## config.mk

```make
export PLATFORM = sky130hd
export DESIGN_NAME = fifo_rr_packet_arbiter_flat
export DESIGN_NICKNAME = d
export VERILOG_FILES = /design/src/rtl/fifo_rr_packet_arbiter_pkg.sv /design/src/rtl/fifo_rr_packet_arbiter_if.sv /design/src/rtl/fifo_rr_packet_arbiter_rr_priority_picker.sv /design/src/rtl/fifo_rr_packet_arbiter.sv /design/src/flat_wrapper.sv
export SDC_FILE = /design/constraint.sdc
export NUM_CORES = 1
export LEC_CHECK = 0
export ABC_AREA = 1
export BUFFER_PORTS_ARGS = -buffer_cell sky130_fd_sc_hd__buf_4
export CORE_AREA = 2 2 149 151
export DETAILED_ROUTE_END_ITERATION = 12
export DIE_AREA = 0 0 151 153
export RECOVER_POWER = 100
export SYNTH_ARGS = -nofsm -noshare
export SYNTH_HDL_FRONTEND = slang
export SYNTH_SLANG_ARGS = --single-unit
```

## constraint.sdc

```tcl
create_clock -name clk -period 1.9 [get_ports clk]
set_input_delay 0.475 -clock clk [delete_from_list [all_inputs] [get_ports clk]]
set_output_delay 0.475 -clock clk [all_outputs]
set_load 0.01 [all_outputs]
```

## src/rtl/fifo_rr_packet_arbiter_pkg.sv

```systemverilog
// rtl/fifo_rr_packet_arbiter_pkg.sv - shared state encodings and width helper for the packet arbiter
package fifo_rr_packet_arbiter_pkg;

  typedef enum logic {
    ST_IDLE = 1'b0,
    ST_XFER = 1'b1
  } state_e;

  // Never returns less than 1 so a derived index field is always at least one bit wide.
  function automatic int clog2(input int n);
    int r;
    r = 1;
    while ((1 << r) < n) r++;
    return r;
  endfunction

endpackage

```

## src/rtl/fifo_rr_packet_arbiter_if.sv

```systemverilog
// rtl/fifo_rr_packet_arbiter_if.sv - FIFO-side and output-stream signals of the packet arbiter
interface fifo_rr_packet_arbiter_if #(
  parameter int NUM_QUEUES = 4,
  parameter int WIDTH      = 72,
  parameter int QUEUE_BITS = 2
);

  logic [NUM_QUEUES*WIDTH-1:0] in_dout;
  logic [NUM_QUEUES-1:0]       in_eop;
  logic [NUM_QUEUES-1:0]       in_empty;
  logic [NUM_QUEUES-1:0]       in_rd_en;
  logic [NUM_QUEUES-1:0]       queue_enable;
  logic [WIDTH-1:0]            out_data;
  logic                        out_eop;
  logic [QUEUE_BITS-1:0]       out_src;
  logic                        out_valid;
  logic                        out_ready;
  logic                        busy;

  modport master (
    input  in_dout, in_eop, in_empty, queue_enable, out_ready,
    output in_rd_en, out_data, out_eop, out_src, out_valid, busy
  );

  modport slave (
    output in_dout, in_eop, in_empty, queue_enable, out_ready,
    input  in_rd_en, out_data, out_eop, out_src, out_valid, busy
  );

endinterface

```

## src/rtl/fifo_rr_packet_arbiter_rr_priority_picker.sv

```systemverilog
// rtl/fifo_rr_packet_arbiter_rr_priority_picker.sv - combinational round-robin pick starting after last_grant
module rr_priority_picker
  import fifo_rr_packet_arbiter_pkg::*;
#(
  parameter int NUM_QUEUES = 4,
  parameter int QUEUE_BITS = clog2(NUM_QUEUES)
) (
  input  logic [NUM_QUEUES-1:0] req,
  input  logic [QUEUE_BITS-1:0] last_grant,
  output logic                  found,
  output logic [QUEUE_BITS-1:0] next_grant
);

  logic [QUEUE_BITS-1:0] idx;

  always_comb begin
    found      = 1'b0;
    next_grant = '0;
    idx        = '0;
    // Walk from the farthest candidate inward so the nearest requester after last_grant wins.
    for (int k = NUM_QUEUES; k >= 1; k--) begin
      idx = QUEUE_BITS'((int'(last_grant) + k) % NUM_QUEUES);
      if (req[idx]) begin
        found      = 1'b1;
        next_grant = idx;
      end
    end
  end

endmodule

```

## src/rtl/fifo_rr_packet_arbiter.sv

```systemverilog
// rtl/fifo_rr_packet_arbiter.sv - packet-aware round-robin drain of fallthrough FIFOs into one registered stream
module fifo_rr_packet_arbiter
  import fifo_rr_packet_arbiter_pkg::*;
#(
  parameter int NUM_QUEUES = 4,
  parameter int WIDTH      = 72,
  parameter int QUEUE_BITS = clog2(NUM_QUEUES)
) (
  input  logic                     clk,
  input  logic                     reset,
  fifo_rr_packet_arbiter_if.master bus
);

  state_e                state_q, state_d;
  logic [QUEUE_BITS-1:0] grant_q, grant_d;
  logic [QUEUE_BITS-1:0] last_grant_q, last_grant_d;
  logic [NUM_QUEUES-1:0] req;
  logic                  found;
  logic [QUEUE_BITS-1:0] next_grant;
  logic [WIDTH-1:0]      head_data;
  logic                  head_eop;
  logic                  head_empty;
  logic                  pop;

  // Enable mask only matters when choosing a new packet; an open packet always completes.
  assign req = ~bus.in_empty & bus.queue_enable;

  rr_priority_picker #(
    .NUM_QUEUES(NUM_QUEUES),
    .QUEUE_BITS(QUEUE_BITS)
  ) u_picker (
    .req       (req),
    .last_grant(last_grant_q),
    .found     (found),
    .next_grant(next_grant)
  );

  always_comb begin
    head_data = '0;
    for (int i = 0; i < NUM_QUEUES; i++) begin
      if (grant_q == QUEUE_BITS'(i)) head_data = bus.in_dout[i*WIDTH +: WIDTH];
    end
    head_eop   = bus.in_eop[grant_q];
    head_empty = bus.in_empty[grant_q];
  end

  always_ff @(posedge clk) begin
    if (reset) begin
      state_q      <= ST_IDLE;
      grant_q      <= '0;
      last_grant_q <= QUEUE_BITS'(NUM_QUEUES - 1);
    end else begin
      state_q      <= state_d;
      grant_q      <= grant_d;
      last_grant_q <= last_grant_d;
    end
  end

  always_comb begin
    state_d      = state_q;
    grant_d      = grant_q;
    last_grant_d = last_grant_q;
    pop          = 1'b0;
    bus.in_rd_en = '0;
    case (state_q)
      ST_IDLE: begin
        if (found) begin
          grant_d = next_grant;
          state_d = ST_XFER;
        end
      end
      ST_XFER: begin
        // Reset gating keeps the owner's FIFOs intact while we are being cleared.
        pop = ~head_empty & (~bus.out_valid | bus.out_ready) & ~reset;
        if (pop) begin
          bus.in_rd_en[grant_q] = 1'b1;
          if (head_eop) begin
            last_grant_d = grant_q;
            state_d      = ST_IDLE;
          end
        end
      end
      default: state_d = ST_IDLE;
    endcase
  end

  always_ff @(posedge clk) begin
    if (reset) begin
      bus.out_valid <= 1'b0;
      bus.out_data  <= '0;
      bus.out_eop   <= 1'b0;
      bus.out_src   <= '0;
    end else if (pop) begin
      bus.out_valid <= 1'b1;
      bus.out_data  <= head_data;
      bus.out_eop   <= head_eop;
      bus.out_src   <= grant_q;
    end else if (bus.out_ready) begin
      bus.out_valid <= 1'b0;
    end
  end

  assign bus.busy = (state_q == ST_XFER);

endmodule

```

## src/flat_wrapper.sv

```systemverilog
// flat-port wrapper written by rule: the top's interface ports become plain ports
module fifo_rr_packet_arbiter_flat import fifo_rr_packet_arbiter_pkg::*;
#(
  parameter int NUM_QUEUES = 4,
  parameter int WIDTH      = 72,
  parameter int QUEUE_BITS = clog2(NUM_QUEUES)
)
  (clk, reset, bus_in_dout, bus_in_eop, bus_in_empty, bus_queue_enable, bus_out_ready, bus_in_rd_en, bus_out_data, bus_out_eop, bus_out_src, bus_out_valid, bus_busy);
  fifo_rr_packet_arbiter_if #(.NUM_QUEUES(NUM_QUEUES), .WIDTH(WIDTH), .QUEUE_BITS(QUEUE_BITS)) bus_i ();
  input  logic clk;
  input  logic reset;
  input wire logic [$bits(bus_i.in_dout)-1:0] bus_in_dout;
  input wire logic [$bits(bus_i.in_eop)-1:0] bus_in_eop;
  input wire logic [$bits(bus_i.in_empty)-1:0] bus_in_empty;
  input wire logic [$bits(bus_i.queue_enable)-1:0] bus_queue_enable;
  input wire logic [$bits(bus_i.out_ready)-1:0] bus_out_ready;
  output wire logic [$bits(bus_i.in_rd_en)-1:0] bus_in_rd_en;
  output wire logic [$bits(bus_i.out_data)-1:0] bus_out_data;
  output wire logic [$bits(bus_i.out_eop)-1:0] bus_out_eop;
  output wire logic [$bits(bus_i.out_src)-1:0] bus_out_src;
  output wire logic [$bits(bus_i.out_valid)-1:0] bus_out_valid;
  output wire logic [$bits(bus_i.busy)-1:0] bus_busy;
  assign bus_i.in_dout = bus_in_dout;
  assign bus_i.in_eop = bus_in_eop;
  assign bus_i.in_empty = bus_in_empty;
  assign bus_i.queue_enable = bus_queue_enable;
  assign bus_i.out_ready = bus_out_ready;
  assign bus_in_rd_en = bus_i.in_rd_en;
  assign bus_out_data = bus_i.out_data;
  assign bus_out_eop = bus_i.out_eop;
  assign bus_out_src = bus_i.out_src;
  assign bus_out_valid = bus_i.out_valid;
  assign bus_busy = bus_i.busy;
  fifo_rr_packet_arbiter #(.NUM_QUEUES(NUM_QUEUES), .WIDTH(WIDTH), .QUEUE_BITS(QUEUE_BITS)) u_core (.clk(clk), .reset(reset), .bus(bus_i));
endmodule
```

# Word-level counts from Yosys, hierarchy flattened
# Cells that the tools add are included.
dict set report op_classes {
  n_reduce_logical 5
  bitwise 9
  n_lt_le_gt_ge 6
  shift 0
  n_eq_ne 3
  n_addsub 4
  div_mod_pow 0
  mul 0
  muxes 35
}
# op n
set ops {}
lappend ops {{$mux 72} 4}
lappend ops {{$mux 1} 17}
lappend ops {{$lt 2x3->1 const B} 5}
lappend ops {{$bmux 1 s2} 6}
lappend ops {{$mux 2} 4}
lappend ops {{$mux 4} 2}
lappend ops {{$add 2x1->2 const B} 2}
lappend ops {{$add 2x2->2 const B} 2}
lappend ops {{$and 4x4->4} 1}
lappend ops {{$eq 2x2->1 const B} 2}
lappend ops {{$not 1->1} 4}
lappend ops {{$not 4->4} 1}
lappend ops {{$reduce_and 3->1} 1}
lappend ops {{$and 1x1->1} 2}
lappend ops {{$demux 1 s2} 1}
lappend ops {{$eq 2x1->1 const B} 1}
lappend ops {{$ge 2x1->1 const B} 1}
lappend ops {{$logic_not 2->1} 1}
lappend ops {{$pmux 1 s2} 1}
lappend ops {{$reduce_and 2->1} 1}
lappend ops {{$reduce_bool 2->1} 1}
lappend ops {{$logic_and 1x1->1} 1}
lappend ops {{$or 1x1->1} 1}
dict set report totals {
  latchBits 0
  regBits 81
  wordCells 69
  out_inout_bits 81
  mem_bits_ro 0
  n_memories 0
  ram_bits 0
}

# Logic depth before layout (Yosys ltp)
dict set report depth {
  word_depth 10
  depth_mapped 12
  mapped_depth_nobuf 11
}

# By module
# From an unflattened synthesis, not the netlist that was laid out.
dict set report hier_totals {
  hier_cells 1000
  area_unflattened_um2 5476.5
}
# module n_inst seq_area_each_um2 area_per_inst_um2 cells_per_inst
set by_module_without_submodules {}
lappend by_module_without_submodules {fifo_rr_packet_arbiter 1 1621.6 5230.0 949}
lappend by_module_without_submodules {rr_priority_picker 1 0.0 246.5 51}

# Least setup slack after synthesis
# OpenSTA, ideal clock, no wires.
dict set report synth_path {
  path_kind {input to output}
  from {input reset}
  to {output bus_in_rd_en[0]}
  arrival_time_ns 1.592
  t_required_ns 1.425
  n_path_buf 2
  cell_stages 7
  setup_slack_ns -0.167
  path_cell_list {buf_2 -> nor3_1 -> nand2_1 -> nor2_4 -> buf_2 -> inv_1 -> nor3_1}
}
dict set report synth_between {
  elab_chain_len 4
}
# item line
set synth_rtl {}
lappend synth_rtl {{from (decl)} flat_wrapper.sv:11} ;# input logic reset;
lappend synth_rtl {{$not 1->1} fifo_rr_packet_arbiter.sv:74} ;# pop = ~head_empty & (~bus.out_valid | bus.out_ready) & ~reset;
lappend synth_rtl {{$and 1x1->1} fifo_rr_packet_arbiter.sv:74}
lappend synth_rtl {{$mux 4} fifo_rr_packet_arbiter.sv:75} ;# if (pop) begin
lappend synth_rtl {{$mux 4} fifo_rr_packet_arbiter.sv:65} ;# case (state_q)
lappend synth_rtl {{to (decl)} flat_wrapper.sv:17} ;# output wire logic [$bits(bus_i.in_rd_en)-1:0] bus_in_rd_en;
# Every way passes these cells.

# Worst setup path after layout
dict set report layout_path {
  from {register u_core.grant_q[1]}
  to {output bus_in_rd_en[0]}
}
dict set report layout_between {
  elab_chain_len 7
  elab_cells_between_ends 12
  classes_between {order compare: 2; mux: 6; bitwise: 3; reduce/logical: 1}
}
# item line
set layout_rtl {}
lappend layout_rtl {{from (decl)} fifo_rr_packet_arbiter.sv:15} ;# logic [QUEUE_BITS-1:0] grant_q, grant_d;
lappend layout_rtl {{from (signal assigned)} fifo_rr_packet_arbiter.sv:54} ;# grant_q <= grant_d;
lappend layout_rtl {{branches (longest 5 deep; another with $lt 2x3->1)} --}
lappend layout_rtl {{$mux 4 *} fifo_rr_packet_arbiter.sv:75}
lappend layout_rtl {{$mux 4 *} fifo_rr_packet_arbiter.sv:65}
# Mark *: on every way between the ends. The select of a mux whose other input is x is not followed.

==> results.sh <==
export IMPL_cts_tree="done"
export IMPL_die_y_um=153
export IMPL_fin_util_pct=38.2
export IMPL_area_growth_synth_to_final_pct=71.9
export IMPL_comb_power_share_pct=36.3
export IMPL_whs_ns=0.446
export IMPL_place_gp_congestion=0.810
export IMPL_setup_ws_ns=-0.0699
export IMPL_clkPwrFrac_pct=31.2
export IMPL_cap_violations=0
export IMPL_clkTransAtPathRegs_ns=0.06
export IMPL_cts_buffer_depth=2
export IMPL_ir_drop_mv=0.413
export IMPL_nFillCells=2385
export IMPL_period_needed_ns=1.97
export IMPL_hp_class="input port to flip-flop"
export IMPL_wl_um=21300
export IMPL_vias=6469
export IMPL_die_x_um=151
export IMPL_pin_count=384
export IMPL_rsz0062_at_grt="true"
export IMPL_synth_top_family_by_area="simple AND/OR/NAND/NOR gates"
export IMPL_violations="negative setup slack"
export IMPL_rrSetupSlack_ns=-0.03
export IMPL_max_freq_mhz=508
export IMPL_initial_core_util_pct=22.2
export IMPL_antenna_found_initial=0
export IMPL_synth_fa_ha_area_share_pct=0
export IMPL_cts_buffers_inserted=9
export IMPL_end_kind="primary output"
export IMPL_finalSetupViolations=5
export IMPL_ys_seq_elements=81
export IMPL_power_internal_mw=4.01
export IMPL_wire_per_inst_um=15.5
export IMPL_dr_pass1_iters=5
export IMPL_ant_nets=0
export IMPL_p_leak_nw=3.71
export IMPL_powerDensity_nw_per_um2=731
export IMPL_cts_htree_levels=3
export IMPL_crit_required_ns=1.42
export IMPL_max_slew_margin_pct=59.9
export IMPL_synth_xor_area_share_pct=0.367
export IMPL_pre_cts_ws_ns=-0.00603
export IMPL_yosysSeqAreaShare_pct=33.9
export IMPL_drcViolationCount=0
export IMPL_syn_num_nets=1035
export IMPL_core_sq_um=21500
export IMPL_slew_violations=0
export IMPL_cp_start_kind="flip-flop"
export IMPL_critical_path_class="flip-flop to primary output"
export IMPL_timing_final_hold_violations=0
export IMPL_synthSimpleGateAreaFrac_pct=30.5
export IMPL_worst_slew_pin_slew_ns=0.601
export IMPL_gr_usage_all_layers_pct=17.1
export IMPL_syn_inst=732
export IMPL_dpl_hpwl_um=15800
export IMPL_synth_cell_types=24
export IMPL_post_route_cell_area_sq_um=8210
export IMPL_mostFrequentLayoutCells="325 x buf_4, 191 x nand2_1, 113 x o21ai_0, 79 x clkbuf_1, 78 x dfxtp_1"
export IMPL_fin_worst_skew_ns=0.00962
export IMPL_drive_gt1_share_pct=35.3
export IMPL_insertion_delay_ns=0.34
export IMPL_crit_arrival_ns=1.49
export IMPL_grt_pass1_wl_um=31500
export IMPL_muxShareOfSynthArea_pct=0
export IMPL_avgSynthCellArea_sq_um=6.53
export IMPL_wl_met3_um=1600
export IMPL_cts_sinks=81
export IMPL_routed_via_density=4.68
export IMPL_status="finished with violations"
export IMPL_overflow=0
export IMPL_multi_input_area_sq_um=2850
export IMPL_fin_nets=1399
export IMPL_synth_compound_area_share_pct=27.5
export IMPL_sw_frac_of_total_pct=33.1
export IMPL_wl_met2_um=10700
export IMPL_final_seq_area_sq_um=1630
export IMPL_dieArea_sq_um=23100
export IMPL_post_route_period_util_pct=104
export IMPL_mostFrequentLayoutCell="buf_4"
export IMPL_highest_layer="met4"
export IMPL_io_buffers=383
export IMPL_num_rows=54
export IMPL_grt_pass1_vias=6227
export IMPL_yosysWarnings=0
export IMPL_critPathMaxFanout=5
export IMPL_seqPwrFrac_pct=32.5
export IMPL_grt_max_degree=104
export IMPL_diodes=0
export IMPL_switchingPower_mw=1.99
export IMPL_drt_iter0_markers=326
export IMPL_synthesis_area_sq_um=4780
export IMPL_clock_root_buffer="clkbuf_16"
export IMPL_wl_met1_um=8660
export IMPL_place_area_sq_um=8060
==> stage by stage <==
stage               std cells  power [mW]  TNS, ns
floorplan                 732        3.13        0
global placement         1353        4.24        0
detailed placement       1353        4.25  -0.0117
CTS                      1376        6.20   -0.330
global route             1381        6.41    -2.41
finish                   1381        6.00   -0.280
==> path summary, 6_finish.rpt <==
path,startpoint,endpoint,cells past startpoint
worst max register to register,u_core.grant_q[1]$_SDFFE_PP0P_,u_core.bus.out_data[6]$_SDFFE_PP0P_,8
worst min register to register,u_core.bus.out_eop$_SDFFE_PP0P_,u_core.bus.out_eop$_SDFFE_PP0P_,2
worst min-delay path,bus_in_dout[237],u_core.bus.out_data[21]$_SDFFE_PP0P_,3
worst max-delay path,u_core.grant_q[1]$_SDFFE_PP0P_,bus_in_rd_en[0],7
==> power groups by stage <==
stage | logic [mW] | registers (mW) | clock network, mW
after floorplan | 1.09 | 2.04 | 0
after global placement | 2.25 | 1.99 | 0
after detailed placement | 2.26 | 1.98 | 0
after CTS | 2.30 | 1.95 | 1.95
after global routing | 2.42 | 1.97 | 2.02
final | 2.18 | 1.95 | 1.87
==> synth_stat cells <==
| master | number | share of area [%] |
|---|---|---|
| dfxtp_1 | 81 | 34 |
| buf_1 | 1 | 0.078 |
| a22oi_1 | 1 | 0.16 |
| o221ai_2 | 1 | 0.31 |
| nor3_1 | 2 | 0.21 |
| nor2_4 | 1 | 0.24 |
| buf_6 | 1 | 0.24 |
| a22o_1 | 14 | 2.6 |
| nand2_1 | 196 | 15 |
| xnor2_1 | 1 | 0.18 |
| buf_2 | 31 | 3.2 |
| o21ai_1 | 21 | 2.2 |
| a211oi_2 | 13 | 3.4 |
| nor2_1 | 38 | 3.0 |
| clkbuf_1 | 31 | 2.4 |
| buf_4 | 3 | 0.47 |
| inv_1 | 14 | 1.1 |
| a21oi_1 | 67 | 7.0 |
| o211ai_1 | 2 | 0.31 |
| o21ai_0 | 110 | 12 |
| nand3_1 | 55 | 5.8 |
| nand4_1 | 45 | 5.9 |
| xor2_1 | 1 | 0.18 |
| inv_2 | 2 | 0.16 |
==> per-layer routing <==
layer  vias up  global-route usage (%)
met4         0                    4.90
met2       261                    30.8
met1      2909                    20.0
met3        22                    4.15
li1       3277                       -
met5         -                       0
==> critical path, stage by stage (launching register included) <==
cell	delay, ns
dfxtp_4	0.40
inv_4	0.06
nand2_2	0.07
o221ai_2	0.11
nor2_4	0.22
inv_2	0.07
nor3_2	0.10
buf_4	0.14
==> flip-flops by register name, summed over array words and instances, names as in the netlist <==
| signal | cells |
|---|---|
| u_core.last_grant_q | 2 |
| u_core.bus.out_eop | 1 |
| u_core.bus.busy | 1 |
| u_core.bus.out_data | 72 |
| u_core.bus.out_valid | 1 |
| u_core.bus.out_src | 2 |
| u_core.grant_q | 2 |
==> cells by family after synthesis <==
logic type,after synthesis
compound gates,229
xor+xnor,2
buf+inv,83
flops,81
simple gates,337
==> timing repair <==
action	4_1_cts	5_1_grt
gates resized for setup	12	4
gates cloned	0	2
endpoints found under the setup margin	12	48
endpoints found under the hold margin	0	0
hold buffers	0	0
pin swaps	5	2
buffers inserted	7	3
==> final cells by class <==
type | instances | area share (%)
Timing Repair Buffer | 420 | 36.6
Multi-Input combinational cell | 568 | 34.7
Sequential cell | 81 | 19.9
Tap cell | 280 | 4.27
Clock buffer | 11 | 2.83
Clock inverter | 5 | 0.975
Inverter | 16 | 0.762
No activity file was read; power rests on OpenSTA's default activity.
